File: src/rtl/uart_rx_pkg.sv
// rtl/uart_rx_pkg.sv - shared state encoding, limits and vote helper for the UART receiver
package uart_rx_pkg;

  typedef enum logic [2:0] {
    IDLE   = 3'd0,
    START  = 3'd1,
    DATA   = 3'd2,
    PARITY = 3'd3,
    STOP   = 3'd4
  } state_t;

  localparam int MIN_DATA_W = 5;
  localparam int MIN_PRESC  = 4;

  function automatic logic maj3(input logic a, input logic b, input logic c);
    return (a & b) | (a & c) | (b & c);
  endfunction

endpackage

File: src/rtl/uart_rx_sampler.sv
// rtl/uart_rx_sampler.sv - per-bit edge counter with 3-sample majority vote around mid-bit
module uart_rx_sampler
  import uart_rx_pkg::*;
#(
  parameter int PRESC_W = 6
) (
  input  logic               clk,
  input  logic               rst,
  input  logic               run,
  input  logic [PRESC_W-1:0] p,
  input  logic               rx_in,
  output logic               bit_done,
  output logic               bit_val
);

  logic [PRESC_W-1:0] cnt;
  logic [PRESC_W:0]   mid, last;
  logic [1:0]         smp;
  logic               vote;
  logic               at_lo, at_mid, at_hi;

  assign mid    = {1'b0, p} >> 1;
  assign last   = {1'b0, p} - 1'b1;
  assign at_lo  = ({1'b0, cnt} == mid - 1'b1);
  assign at_mid = ({1'b0, cnt} == mid);
  assign at_hi  = ({1'b0, cnt} == mid + 1'b1);

  assign bit_done = run && ({1'b0, cnt} == last);
  // At the minimum prescale the third sample lands on the decision edge, so bypass the register.
  assign bit_val  = at_hi ? maj3(smp[0], smp[1], rx_in) : vote;

  always_ff @(posedge clk or posedge rst) begin
    if (rst) begin
      cnt  <= '0;
      smp  <= '0;
      vote <= 1'b0;
    end else if (!run) begin
      cnt <= '0;
    end else begin
      cnt <= bit_done ? '0 : cnt + 1'b1;
      if (at_lo)  smp[0] <= rx_in;
      if (at_mid) smp[1] <= rx_in;
      if (at_hi)  vote   <= maj3(smp[0], smp[1], rx_in);
    end
  end

endmodule

File: src/rtl/uart_rx_ctrl_gen2.sv
// rtl/uart_rx_ctrl_gen2.sv - UART RX framing FSM, deserialiser, parity/stop checks (optional BREAK_DETECT_EN)
module uart_rx_ctrl_gen2
  import uart_rx_pkg::*;
#(
  parameter int MAX_DATA_W = 9,
  parameter int PRESC_W    = 6
) (
  input  logic                  clk,
  input  logic                  rst,
  input  logic                  rx_in,
  input  logic [PRESC_W-1:0]    prescale,
  input  logic [3:0]            data_len,
  input  logic                  par_en,
  input  logic                  par_odd,
  input  logic                  stop2,
  output logic [MAX_DATA_W-1:0] rx_data,
  output logic                  data_valid,
  output logic                  par_err,
  output logic                  stp_err,
  output logic                  busy
`ifdef BREAK_DETECT_EN
  ,
  output logic                  brk_det
`endif
);

  state_t                state;
  logic [PRESC_W-1:0]    p_eff, p_lat, p_cur;
  logic [3:0]            len_eff, len_lat, bit_cnt;
  logic                  par_en_l, par_odd_l, stop2_l, stop_idx;
  logic [MAX_DATA_W-1:0] shreg;
  logic                  par_acc, par_bad, stp_bad;
  logic                  start, run, bit_done, bit_val, last_stop, stp_fin;
`ifdef BREAK_DETECT_EN
  logic                  all_zero, brk_cand, brk_hold, brk_fin;
  logic [PRESC_W-1:0]    hi_cnt;
`endif

  assign p_eff   = (prescale < PRESC_W'(MIN_PRESC)) ? PRESC_W'(MIN_PRESC) : prescale;
  assign len_eff = (data_len < 4'(MIN_DATA_W)) ? 4'(MIN_DATA_W) :
                   (data_len > 4'(MAX_DATA_W)) ? 4'(MAX_DATA_W) : data_len;
  assign p_cur   = (state == IDLE) ? p_eff : p_lat;

`ifdef BREAK_DETECT_EN
  assign start   = (state == IDLE) && !rx_in && !brk_hold;
  assign brk_fin = stop_idx ? brk_cand : (all_zero && !bit_val);
`else
  assign start   = (state == IDLE) && !rx_in;
`endif
  assign run       = start || (state != IDLE);
  assign last_stop = !stop2_l || stop_idx;
  assign stp_fin   = stp_bad || !bit_val;

  uart_rx_sampler #(.PRESC_W(PRESC_W)) u_sampler (
    .clk      (clk),
    .rst      (rst),
    .run      (run),
    .p        (p_cur),
    .rx_in    (rx_in),
    .bit_done (bit_done),
    .bit_val  (bit_val)
  );

  always_ff @(posedge clk or posedge rst) begin
    if (rst) begin
      state      <= IDLE;
      p_lat      <= PRESC_W'(MIN_PRESC);
      len_lat    <= 4'(MIN_DATA_W);
      par_en_l   <= 1'b0;
      par_odd_l  <= 1'b0;
      stop2_l    <= 1'b0;
      bit_cnt    <= '0;
      stop_idx   <= 1'b0;
      shreg      <= '0;
      par_acc    <= 1'b0;
      par_bad    <= 1'b0;
      stp_bad    <= 1'b0;
      rx_data    <= '0;
      data_valid <= 1'b0;
      par_err    <= 1'b0;
      stp_err    <= 1'b0;
      busy       <= 1'b0;
`ifdef BREAK_DETECT_EN
      all_zero   <= 1'b0;
      brk_cand   <= 1'b0;
      brk_hold   <= 1'b0;
      hi_cnt     <= '0;
      brk_det    <= 1'b0;
`endif
    end else begin
      data_valid <= 1'b0;
      par_err    <= 1'b0;
      stp_err    <= 1'b0;
`ifdef BREAK_DETECT_EN
      brk_det    <= 1'b0;
`endif
      case (state)
        IDLE: begin
          if (start) begin
            p_lat     <= p_eff;
            len_lat   <= len_eff;
            par_en_l  <= par_en;
            par_odd_l <= par_odd;
            stop2_l   <= stop2;
            bit_cnt   <= '0;
            stop_idx  <= 1'b0;
            shreg     <= '0;
            par_acc   <= 1'b0;
            par_bad   <= 1'b0;
            stp_bad   <= 1'b0;
`ifdef BREAK_DETECT_EN
            all_zero  <= 1'b1;
`endif
            state     <= START;
            busy      <= 1'b1;
          end
`ifdef BREAK_DETECT_EN
          // After a break the line must idle high for a full bit time before a new start counts.
          else if (brk_hold) begin
            if (!rx_in) begin
              hi_cnt <= '0;
            end else if (hi_cnt == p_lat - 1'b1) begin
              brk_hold <= 1'b0;
              hi_cnt   <= '0;
            end else begin
              hi_cnt <= hi_cnt + 1'b1;
            end
          end
`endif
        end
        START: if (bit_done) begin
          if (bit_val) begin
            state <= IDLE;
            busy  <= 1'b0;
          end else begin
            state <= DATA;
          end
        end
        DATA: if (bit_done) begin
          shreg[bit_cnt] <= bit_val;
          par_acc        <= par_acc ^ bit_val;
`ifdef BREAK_DETECT_EN
          if (bit_val) all_zero <= 1'b0;
`endif
          if (bit_cnt == len_lat - 4'd1) state <= par_en_l ? PARITY : STOP;
          else                          bit_cnt <= bit_cnt + 4'd1;
        end
        PARITY: if (bit_done) begin
          if (bit_val != (par_acc ^ par_odd_l)) par_bad <= 1'b1;
`ifdef BREAK_DETECT_EN
          if (bit_val) all_zero <= 1'b0;
`endif
          state <= STOP;
        end
        STOP: if (bit_done) begin
          if (!last_stop) begin
            stop_idx <= 1'b1;
            stp_bad  <= stp_fin;
`ifdef BREAK_DETECT_EN
            brk_cand <= brk_fin;
`endif
          end else begin
            state      <= IDLE;
            busy       <= 1'b0;
            par_err    <= par_bad;
            data_valid <= !par_bad && !stp_fin;
            if (!par_bad && !stp_fin) rx_data <= shreg;
`ifdef BREAK_DETECT_EN
            stp_err <= stp_fin && !brk_fin;
            brk_det <= brk_fin;
            if (brk_fin) begin
              brk_hold <= 1'b1;
              hi_cnt   <= '0;
            end
`else
            stp_err <= stp_fin;
`endif
          end
        end
        default: begin
          state <= IDLE;
          busy  <= 1'b0;
        end
      endcase
    end
  end

endmodule

File: config.mk
export PLATFORM = sky130hd
export DESIGN_NAME = uart_rx_ctrl_gen2
export DESIGN_NICKNAME = d
export VERILOG_FILES = /design/src/rtl/uart_rx_pkg.sv /design/src/rtl/uart_rx_sampler.sv /design/src/rtl/uart_rx_ctrl_gen2.sv
export SDC_FILE = /design/constraint.sdc
export NUM_CORES = 1
export LEC_CHECK = 0
export CAP_MARGIN = 5
export CORE_MARGIN = 3
export CORE_UTILIZATION = 30
export DETAILED_ROUTE_END_ITERATION = 6
export HOLD_SLACK_MARGIN = 0.05
export SYNTH_ARGS = -nofsm -noshare
export SYNTH_HDL_FRONTEND = slang
export SYNTH_SLANG_ARGS = --single-unit
File: constraint.sdc
create_clock -name clk -period 5.3 [get_ports clk]
set_input_delay 1.325 -clock clk [delete_from_list [all_inputs] [get_ports clk]]
set_output_delay 1.325 -clock clk [all_outputs]
set_load 0.02 [all_outputs]
==> results.toml <==
[sta]
finClkSkew_ps = 13.1
max_freq_mhz = 209
tightest_slew_ps = 755
final_hold_viol_count = 0
slew_headroom = 0.494
period_share = 0.905
rsz0062_at_grt = "false"
min_period_ps = 4790
final.setup.tns_ps = 0
finalSetupViolations = 0
final_max_slew_viol_count = 0

[die]
num_rows = 38
die_y_microns = 114
pin_count = 29
die-area_sq_um = 12900
die_w_microns = 114
initial_core_util = 0.315
core-area_sq_um = 11100

[global_routing]
grt_pass1_vias = 3040
gr-total-overflow = 0
grt_first_pass_wirelength_microns = 15100
grt_max_degree = 32
grt.total_usage = 0.145
antenna_found_initial = 0

[layout]
fin_cells = 552
num-nets-final = 437
nFillCells = 1135
antennaDiodeCount = 0
layout-drive-gt1-share = 0.129
final_cell_mix = "dfrtp_1, nand2_1, nor2_1, clkdlybuf4s50_1, o21ai_0"
final_common_cell = "dfrtp_1"
synthToLayoutAreaGrowth_pct = 18.4

[critical_path]
path_common_cell = "mux2_2"
cp-startpoint = "prescale[5]"
r2r_end = "rx_data[6]"
path_class = "in -> reg"
cp_slowest_cell = "clkdlybuf4s50_1"
r2r_start = "state[0]"
rrSetupSlack_ps = 1170
cp_max_fo = 9
crit_chain = "clkdlybuf4s50_1, o41ai_1, mux2_2, ha_1, nor3b_1, mux2i_1, o2bb2ai_1, a2111oi_2, o2111ai_2, nor4_4, buf_4, mux2_2"
cp_data_arrival_time_ps = 4990
crit_path_end = "rx_data[6]"
critPathRequiredTime_ps = 5500
cp-end-kind = "register"
worstRegToRegCells = 12
start_kind = "primary input"
crit_path_max_incr_delay_ps = 500

[yosys]
synth-edff-count = 0
async_flop_share = 1.00
synthDistinctLibCells = 69
syn_nets = 404
synth_cells = 378
syn_avg_cell_area_sq_um = 9.22
synthFlopType = "dfrtp_1"
synth_area_sq_um = 3490
ys_warn_count = 0
seq_area_frac_synth = 0.396
ys_seq_elements = 55

[pwr]
power.density_nw_per_um2 = 499
ir_worst_vdd_v = 0.000209
switching_power_mw = 0.910
clock_power_share = 0.171
swShare = 0.442
p_int_mw = 1.15
power_frac_seq = 0.316
leakagePower_nw = 1.79
combPwrFrac = 0.513

[clocking]
cts_buffers = 5
post_cts_buffers = 0
cts_hold_buf = 0
path_clk_slew_ps = 80
cts_root_buf = "clkbuf_16"
clkLatencyLatePin_ps = 300
cts.sinks = 55
cts_tree = "built"
h-tree-depth = 2
clock_path_buffers = 2
cts_resized = 0

[outcome]
status = "complete, no violations"

[drt]
drt_iter0_drc = 192
route.detailed.wl_per_inst_microns = 16.2
drt-pass1-iter-count = 4
vias_per_cell = 5.36
ant_nets = 0
drc_errors = 0
vias = 2961
finalWirelength_microns = 8960

[placement]
dp.cells = 544
place.gp.congestion = 0.870
dp_hpwl_microns = 6630
port_buffers = 28

[run]
cap_violations = 0

[worst_hold_path]
hp-class = "reg -> reg"
whs_path_depth = 1
[power by group through the flow]
stage	clock network [mW]	logic (mW)	registers, mW
floorplan	0	0.835	0.608
global placement	0	1.04	0.658
detailed placement	0	1.05	0.657
CTS	0.364	1.06	0.649
global route	0.381	1.19	0.666
finish	0.353	1.06	0.651
[area by class of cell]
type                       count  area (sq um)  area share
timing repair buffer          43           393      0.0952
sequential                    55          1380       0.334
inverter                      20          75.1      0.0182
clock buffer                   5           125      0.0303
clock inverter                 3          31.3     0.00758
tap                          140           175      0.0424
multi-input combinational    286          1950       0.472
[through the flow]
stage | area [sq um] | setup WS (ps) | power [mW] | hold slack (ps) | utilization
6_report | 4130 | 505 | 2.06 | 498 | 0.373
5_1_grt | 4130 | 148 | 2.23 | 519 | 0.373
4_1_cts | 4130 | 514 | 2.07 | 501 | 0.373
3_5_place_dp | 3970 | 211 | 1.71 | 487 | 0.358
3_3_place_gp | 3970 | 361 | 1.70 | 477 | 0.358
2_1_floorplan | 3490 | 880 | 1.44 | 450 | -
[worst min-delay path by stage]
stage / end / slack [ps] / startpoint
2_1_floorplan: p_lat[1] / 450 / p_lat[1]
3_3_place_gp: rx_data[4] / 480 / rx_data[4]
3_5_place_dp: rx_data[4] / 490 / rx_data[4]
4_1_cts: par_acc / 500 / par_acc
5_1_grt: rx_data[4] / 520 / rx_data[4]
6_report: rx_data[4] / 500 / rx_data[4]
[state kept, by name (all words and copies together), names as in the netlist, 2 cells and up]
register       cells
u_sampler.cnt      6
rx_data            9
len_lat            4
shreg              9
bit_cnt            4
p_lat              6
u_sampler.smp      2
state              3
[synth_stat cells, types with 3 or more instances]
| cell type | n | area, sq um |
|---|---|---|
| buf_2 | 6 | 30.0 |
| a31oi_1 | 12 | 75.1 |
| o31ai_1 | 5 | 37.5 |
| ha_1 | 10 | 125 |
| clkbuf_1 | 7 | 26.3 |
| nor3_1 | 7 | 35.0 |
| nand2b_1 | 5 | 31.3 |
| inv_1 | 19 | 71.3 |
| xor2_1 | 9 | 78.8 |
| mux2_2 | 11 | 124 |
| o311a_1 | 3 | 30.0 |
| nand3_1 | 12 | 60.1 |
| nor2_1 | 28 | 105 |
| or3_1 | 4 | 25.0 |
| nand2_1 | 47 | 176 |
| and3_1 | 10 | 62.6 |
| o31a_1 | 3 | 26.3 |
| nand3b_1 | 4 | 30.0 |
| mux2i_1 | 7 | 70.1 |
| xnor2_1 | 13 | 114 |
| dfrtp_1 | 52 | 1300 |
| a21oi_1 | 12 | 60.1 |
| or2_2 | 3 | 18.8 |
| a21o_1 | 3 | 22.5 |
| a211oi_1 | 3 | 22.5 |
| dfstp_2 | 3 | 78.8 |
| o21ai_0 | 20 | 100 |
| nor4b_1 | 3 | 26.3 |
[per-layer routing]
metal	global-route usage	wire length, microns
met4	0.0483	182
met1	0.191	4160
met2	0.239	4340
met5	0	0
met3	0.0297	283
[critical path, delay by kind of cell]
kind	cells	cell delay, ps
AO/OA/AOI/OAI	4	1320
multiplexers	3	850
buffers and inverters	2	730
AND/OR/NAND/NOR	2	480
adder cells (fa/ha/maj)	1	290
[logic make-up after synthesis]
group	Yosys count	share of synthesized area
fa+ha+maj	10	0.0359
simple gates	139	0.207
compound gates	96	0.202
flops	55	0.396
buf+inv	37	0.0452
xor+xnor	22	0.0553
mux	19	0.0589
Power figures use the tool's default switching activity.
